### src/rtl/bin2gray_counter.sv
// Up/down counter with a binary state register and a separately registered
// Gray-coded copy, intended for clock-domain-crossing pointers.
module bin2gray_counter #(
  parameter int W = 4
) (
  input  logic         clk,
  input  logic         rst_n,
  input  logic         en,
  input  logic         up,
  input  logic         load,
  input  logic [W-1:0] load_bin,
  output logic [W-1:0] bin,
  output logic [W-1:0] gray,
  output logic         wrap
);

  logic [W-1:0] next_bin;
  logic         next_wrap;

  always_comb begin
    // NOTE: every output of this block gets a default first so no path leaves it unassigned and no latch is inferred.
    next_bin  = bin;
    next_wrap = 1'b0;
    if (load) begin
      next_bin = load_bin;
    end else if (en) begin
      if (up) begin
        next_bin  = bin + W'(1);
        next_wrap = &bin;
      end else begin
        next_bin  = bin - W'(1);
        next_wrap = ~|bin;
      end
    end
  end

  // gray is encoded from next_bin and registered, so the far domain only ever
  // samples flop outputs and never sees a combinational glitch.
  always_ff @(posedge clk or negedge rst_n) begin
    if (!rst_n) begin
      bin  <= '0;
      gray <= '0;
      wrap <= 1'b0;
    end else begin
      // NOTE: non-blocking assignments so all three registers update together from pre-edge values.
      bin  <= next_bin;
      gray <= next_bin ^ (next_bin >> 1);
      wrap <= next_wrap;
    end
  end

endmodule

### config.mk
export PLATFORM = sky130hd
export DESIGN_NAME = bin2gray_counter
export DESIGN_NICKNAME = d
export VERILOG_FILES = /design/src/rtl/bin2gray_counter.sv
export SDC_FILE = /design/constraint.sdc
export NUM_CORES = 1
export LEC_CHECK = 0
export BUFFER_PORTS_ARGS = -buffer_cell sky130_fd_sc_hd__buf_2
export CAP_MARGIN = 20
export CORE_AREA = 2 2 39 41
export CTS_CLUSTER_SIZE = 24
export DETAILED_ROUTE_END_ITERATION = 10
export DIE_AREA = 0 0 41 43
export SYNTH_ARGS = -nofsm -noshare
export SYNTH_HDL_FRONTEND = slang
export SYNTH_SLANG_ARGS = --single-unit
### constraint.sdc
create_clock -name clk -period 3.5 [get_ports clk]
set_input_delay 0 -clock clk [delete_from_list [all_inputs] [get_ports clk]]
set_output_delay 0 -clock clk [all_outputs]
set_load 0.01 [all_outputs]
# --- Word level (Yosys, flattened, before mapping) ---
# Index checks and enable logic that the tools add are counted.
op_classes:
  n_addsub: 2
  mux: 6
  bitwise_logic: 1
  n_reduce_logical: 3
ops:
  columns: ["cell", "count"]
  rows:
  - ["4-bit two-way mux", 3]
  - ["4-bit by 1-bit adder with 4-bit output (second input constant)", 1]
  - ["4-bit AND reduction", 1]
  - ["4-bit OR reduction", 1]
  - ["4-bit by 1-bit subtractor with 4-bit output (second input constant)", 1]
  - ["4-bit by 3-bit bitwise XOR with 4-bit output", 1]
  - ["1-bit two-way mux", 3]
  - ["1-bit logical NOT", 1]
totals:
  register_bits: 9
  input_bits: 9
  out_inout_bits: 9
  elab_cells: 15

# --- Longest topological paths before layout ---
# Gate-level depths: netlist of run 1.
depth:
  ltp_word: 5
  depth_mapped: 6
  mapped_depth_nobuf: 6

# --- Least setup slack after synthesis of run 1 ---
# No wires, ideal clock.
synth_timing:
  kind: "flip-flop to flip-flop"
  startpoint: "register bin[2]"
  endpoint: "register gray[2]"
  setup_ns: 0.132
  arrival_time_ns: 1.515
  required_time_ns: 3.368
  path_slack_ns: 1.853
  stages_incl_launch_ff: 6
  n_path_buf: 0
  synth_period_minus_slack_ns: 1.647
  cell_sequence: "dfrtp_1 -> ha_1 -> a21oi_1 -> a211oi_1 -> or3_4 -> xor2_1"
synth_via:
  elab_chain_len: 5
  elab_cells_between_ends: 6
  cone_classes: "add/sub (2); mux (3); bitwise (1)"
synth_lines:
  columns: ["element", "line_no", "rtl"]
  rows:
  - ["start, declared", "12", "output logic [W-1:0] bin,"]
  - ["start signal, assigned", "46", "bin <= next_bin;"]
  - ["4-bit by 1-bit subtractor with 4-bit output / 4-bit by 1-bit adder with 4-bit output (equally long branches)", "31, 28", null]
  - ["4-bit two-way mux *", "27", "if (up) begin"]
  - ["4-bit two-way mux *", "26", "end else if (en) begin"]
  - ["4-bit two-way mux *", "24", "if (load) begin"]
  - ["net next_bin[3]", "17", "logic [W-1:0] next_bin;"]
  - ["4-bit by 3-bit bitwise XOR with 4-bit output *", "47", "gray <= next_bin ^ (next_bin >> 1);"]
  - ["end signal, assigned", "47", null]
  - ["end, declared", "13", "output logic [W-1:0] gray,"]
# The timed path passes the listed nets; every way through them passes the cells marked *.

# --- Worst setup path after layout of run 1 ---
# Same ends and word-level chain as after synthesis.

==> flow_summary.json, run 1 <==
{
  "status": "completed",
  "timing_hold_violations_final": 0,
  "path_max_fanout": 5,
  "finalCritPeriodShare_pct": 49.50,
  "hp-class": "in2reg",
  "powerDensity_nw_per_um2": 494.6,
  "antenna_found_initial": 0,
  "root_buffer": "clkbuf_4",
  "cts_setup_buffers": 0,
  "maxSlewHeadroom_pct": 76.98,
  "fin_setup_tns_ns": 0,
  "cp_data_required_time_ns": 3.62,
  "drt_wl_total_um": 888,
  "die_x_um": 41,
  "ir_worst_vdd_uv": 239.7,
  "dp_hpwl_um": 712.3,
  "clock_path_buffers": 2,
  "crit_type": "reg2reg",
  "layout_commonest_cell": "buf_2",
  "regArea_um2": 200.2,
  "cts.sinks": 8,
  "yosysWarningCount": 0,
  "synth_area_per_cell_um2": 10.78,
  "drc": 0,
  "final_cell_mix": "buf_2, dfrtp_1, nor2_1, xnor2_1, clkbuf_4",
  "antenna_cells": 0,
  "ios": 18,
  "die_h_um": 43,
  "slew_viol_final": 0,
  "rsz0062_at_grt": "no",
  "post-route-util_pct": 41.59,
  "path_cells": "ha_1 -> a21oi_1 -> a211oi_1 -> or3_4 -> xor2_1",
  "grt_use_total_pct": 12.40,
  "postRouteAntennaNets": 0,
  "final_layout_size_suffix_gt1_share_pct": 34.43,
  "fp-row-count": 14,
  "clk_pin_slew_ns": 0.05,
  "start_util_pct": 32.73,
  "syn_area_um2": 452.9,
  "worstPathArrival_ns": 1.85,
  "grt_pass1_wl_um": 1380,
  "leakagePower_nw": 0.2933,
  "slowest_delay_ns": 0.42,
  "timing.clock.skew_ns": 0.002859,
  "grt_pass1_vias": 316,
  "cts-buffers-inserted": 3,
  "worstSetupStartpointType": "flop",
  "synthToLayoutAreaGrowth_pct": 27.07,
  "dieArea_um2": 1763,
  "tritoncts": "done",
  "grt-ovfl-total": 0,
  "cpMaxStageDelayCell": "dfrtp_1",
  "gp_congestion": 0.7105,
  "final_nets": 75,
  "drt_first_pass_iters": 2,
  "wire_per_inst_um": 11.53,
  "period_minus_slack_ns": 1.732,
  "fill_cells": 146,
  "worst_slew_pin_slew_ns": 0.3430,
  "portBuffers": 17,
  "postSynthNetCount": 54,
  "worst_setup_path_end_kind": "flop",
  "ys_seq_area_share_pct": 44.20,
  "grt_max_degree": 10,
  "core_area_um2": 1384,
  "max-cap-violations": 0,
  "yosys.cell_types.count": 22,
  "syn-instance-count": 42,
  "setup_violations": 0,
  "cts.htree.levels": 1,
  "synth-seq-cells": 8,
  "vias": 364,
  "fmax_ghz": 0.5772,
  "clock_latency_ns": 0.25,
  "drt_iter0_drc": 4,
  "vias_per_cell": 4.727,
  "multi_input_area_um2": 230.2
}
## layout make-up
type                            count  area share, %
Timing Repair Buffer               18          16.52
Sequential cell                     8          34.78
Tap cell                           16          3.478
Inverter                            2          1.304
Multi-Input combinational cell     30          40.00
Clock buffer                        3          3.913
## synth_stat cells, drive strengths merged
master	count	area [um2]
a21oi	2	10.01
ha	2	25.02
buf	2	15.01
a31oi	1	6.260
dfrtp	8	200.2
nor2	4	15.01
nand2	2	7.510
xor2	2	17.52
nand3	1	5.000
xnor2	4	35.03
and4b	1	10.01
or2b	1	7.510
a211oi	1	7.510
inv	2	7.510
or3	1	11.26
or4	1	7.510
mux2i	2	20.02
and3	1	6.260
a22o	1	8.760
fa	1	20.02
o21ai	2	10.00
## state kept, by name, indices dropped and copies added (netlist names)
signal and count:
bin 4, gray 3, wrap 1
## final timing paths
kind,from,depth (start not counted),slack [ns],endpoint
max,bin[2],5,1.77,gray[2]
min,load_bin[1],3,0.02,bin[1]
max reg2reg,bin[2],5,1.77,gray[2]
min reg2reg,bin[3],2,0.68,wrap
max in group asynchronous,rst_n,2,3.22,gray[1]
min in group asynchronous,rst_n,2,0.11,gray[0]
## cells by family (layout without fill, tap and decap cells)
logic type / after synthesis / count (layout) / share of synthesized area [%]
simple gates: 12 / 12 / 15.47
xor+xnor: 6 / 6 / 11.60
fa+ha+maj: 3 / 3 / 9.944
mux: 2 / 2 / 4.420
flops: 8 / 8 / 44.20
buf+inv: 4 / 23 / 4.972
compound gates: 7 / 7 / 9.392
## routing by layer
layer	global-route usage, %	share of wire (%)	vias to the layer above
li1	-	-	183
met1	14.38	43	166
met2	17.19	49	13
met3	7.853	6.5	2
met4	6.000	1.4	0
met5	0	0	-
## critical path: cells and delay by family, from the launching register on
family | cells | cell delay (ns)
and+or+nand+nor | 1 | 0.40
DFF | 1 | 0.42
adders and majority gates | 1 | 0.34
xor gates and xnor gates | 1 | 0.14
AOI/OAI and AO/OA | 2 | 0.30
## per-stage QoR
stage	hold slack [ns]	power (mW)	instance area [um2]	setup slack [ns]	instances
2_1_floorplan	-0.2956	0.1849	452.9	1.853	42
3_5_place_dp	-0.1470	0.2188	543.0	1.770	73
5_1_grt	0.03263	0.3105	575.6	1.693	77
3_3_place_gp	-0.1494	0.2177	543.0	1.788	73
6_report	0.02192	0.2847	575.6	1.768	77
4_1_cts	0.01598	0.2919	575.6	1.757	77
## report_power, final
group          internal (mW)  leakage [nW]  switching [mW]
Sequential             0.111        0.0972          0.0136
Combinational         0.0445         0.182          0.0475
Clock                 0.0391        0.0138          0.0294
Total                  0.194         0.293          0.0904
## timing repair
| item | 4_1_cts | 5_1_grt |
|---|---|---|
| hold endpoints to repair | 8 | 0 |
| gates resized for setup | 0 | 0 |
| hold buffers | 1 | 0 |
(Power assumes the default switching activity.)
==> inputs of run 2 (changes only) <==
ABC_AREA = 1   (was unset)
clock period = 1.5 ns   (was 3.5 ns; I/O delays follow)
==> flow_summary.json, run 2 <==
{
  "timing.rr.end": "gray[1]",
  "drc": 0,
  "start_util_pct": 34.99,
  "drt_iter0_drc": 9,
  "tritoncts": "done",
  "dp_hpwl_um": 841.5,
  "synth-seq-cells": 8,
  "cts-buffers-inserted": 3,
  "post-place-ws_ns": 0.02107,
  "crit_type": "reg2reg",
  "grt_use_total_pct": 15.58,
  "rsz0062_at_grt": "yes",
  "final_cell_mix": "nand2_1, buf_2, dfrtp_1",
  "slew_viol_final": 0,
  "reg2reg_depth": 6,
  "largest_register": "bin",
  "worst_setup_path_end_kind": "flop",
  "synth-main-ff-cell": "dfrtp_1",
  "largestRegisters": "bin x4, gray x3, wrap x1",
  "synth_top_area_share_pct": 41.34,
  "synthToLayoutAreaGrowth_pct": 37.73,
  "grt_max_degree": 9,
  "syn-instance-count": 60,
  "ios": 18,
  "final_layout_size_suffix_gt1_share_pct": 40.00,
  "vias": 463,
  "hold-path-endpoint": "bin[2]",
  "yosys.cell_types.count": 20,
  "maxSlewHeadroom_pct": 84.68,
  "yosysWarningCount": 0,
  "grt_pass1_wl_um": 1800,
  "place_inst": 95,
  "place_area_um2": 605.6,
  "hp-class": "in2reg",
  "clock_path_buffers": 2,
  "setup_violations": 1,
  "cts_setup_buffers": 0,
  "cts.htree.levels": 1,
  "largest_register_ffs": 4,
  "cpMaxStageDelayCell": "fa_2",
  "async_reset_ff_share_pct": 100.0,
  "slowest_delay_ns": 0.53,
  "syn_area_um2": 484.2,
  "worst_slew_pin_slew_ns": 0.2298,
  "core_area_um2": 1384,
  "r2r_start": "bin[1]",
  "post-route-util_pct": 48.19,
  "postSynthNetCount": 72,
  "portBuffers": 17,
  "antenna_cells": 0,
  "reg2reg_slack_ns": -0.008,
  "fin_area_um2": 666.9,
  "root_buffer": "clkbuf_4",
  "drt_wl_total_um": 1084,
  "die_h_um": 43,
  "worstPathArrival_ns": 1.64,
  "cp_common_cell": "nand2_1",
  "final_cell_count_no_fill": 101,
  "fmax_ghz": 0.6631,
  "fp-row-count": 14,
  "grt-ovfl-total": 0,
  "grt_pass1_vias": 442,
  "timing.clock.skew_ns": 0.002241,
  "drt_first_pass_iters": 4,
  "min-delay-start": "load_bin[2]",
  "path_cells": "fa_2 -> nand2_1 -> nand2_1 -> nand2_1 -> o21a_2 -> xor2_1",
  "dieArea_um2": 1763,
  "yosysMostFrequentCell": "nand2_1",
  "synth_area_per_cell_um2": 8.070,
  "die_x_um": 41,
  "synth_edf_count": 0,
  "path_max_fanout": 3,
  "leakagePower_nw": 0.3586,
  "worstSetupStartpointType": "flop",
  "synth_top_cell_by_area": "dfrtp_1",
  "max-cap-violations": 0,
  "fin_ws_ns": -0.008046,
  "synthTopCellsByCount": "nand2_1, dfrtp_1, inv_1, inv_2",
  "vias_per_cell": 4.584,
  "ir_worst_vdd_uv": 723.9,
  "critPathTopFamily": "adder cells",
  "cp_data_required_time_ns": 1.63,
  "timing_hold_violations_final": 0,
  "synthTopCellsByArea": "dfrtp_1, nand2_1, ha_1",
  "clock_latency_ns": 0.25,
  "violations": "setup timing",
  "gp_congestion": 0.7675,
  "clk_pin_slew_ns": 0.06,
  "wire_per_inst_um": 10.73,
  "status": "complete, but fails checks",
  "min_path_cells": 3,
  "cts.sinks": 8,
  "finalCritPeriodShare_pct": 100.5,
  "final_nets": 98,
  "antenna_found_initial": 0,
  "powerDensity_nw_per_um2": 1029,
  "period_minus_slack_ns": 1.508,
  "postRouteAntennaNets": 0,
  "ys_seq_area_share_pct": 41.34,
  "path_buf_inv": 0
}
## run 2: cells by family after synthesis
group	Yosys count	share of synthesized area (%)
AND/OR/NAND/NOR	26	22.48
buffers and inverters	11	9.304
AO/OA/AOI/OAI	9	12.15
flip-flops	8	41.34
XOR/XNOR	3	5.427
adder cells (fa/ha/maj)	3	9.302
## run 2: stage by stage
step | hold WS (ns) | total power, mW | setup TNS (ns)
after detailed placement | -0.1524 | 0.4989 | 0
after CTS | 0.01521 | 0.6819 | 0
after global placement | -0.1517 | 0.4945 | 0
after floorplan | -0.2956 | 0.4093 | 0
after global routing | 0.01444 | 0.7504 | -0.1922
final | 0.01519 | 0.6862 | -0.008046
## run 2: cell type report
type / count / area, um2
Timing Repair Buffer: 22 / 127.6
Fill cell: 142 / 716.9
Inverter: 10 / 37.54
Multi-Input combinational cell: 41 / 254.0
Clock buffer: 4 / 26.28
Tap cell: 16 / 20.02
Sequential cell: 8 / 201.4
## run 2: timing repair
action / in CTS / in global routing
gates resized for setup: 0 / 2
endpoints found under the hold margin: 9 / 0
hold buffers: 2 / 0
setup endpoints to repair: 0 / 4
## run 2: worst register-to-register path, delay by kind of cell, from the launching register on
family	cells	cell delay, ns
AOI/OAI and AO/OA	1	0.14
xor gates and xnor gates	1	0.16
adders and majority gates	1	0.53
DFF	1	0.41
and+or+nand+nor	3	0.13
## run 2: routing by layer
layer	track usage, %	routed length [um]	vias up
li1	-	-	240
met1	20.88	474	208
met2	22.81	543	15
met3	6.283	66	0
met4	4.000	0	0
met5	0	0	-
## run 2: report_power, final
group	internal (mW)	switching, mW	leakage (nW)
Sequential	0.249	0.0212	0.0942
Combinational	0.107	0.128	0.249
Clock	0.102	0.0789	0.0150
## run 2: how the worst max path moves through the flow
stage	startpoint	end	slack, ns	cells past startpoint
after detailed placement	bin[0]	gray[1]	0.02	6
after global routing	bin[1]	gray[1]	-0.09	6
after floorplan	bin[0]	gray[1]	0.008	6
final	bin[1]	gray[1]	-0.008	6
after global placement	bin[2]	gray[2]	0.04	8
after CTS	bin[0]	gray[1]	0.01	6
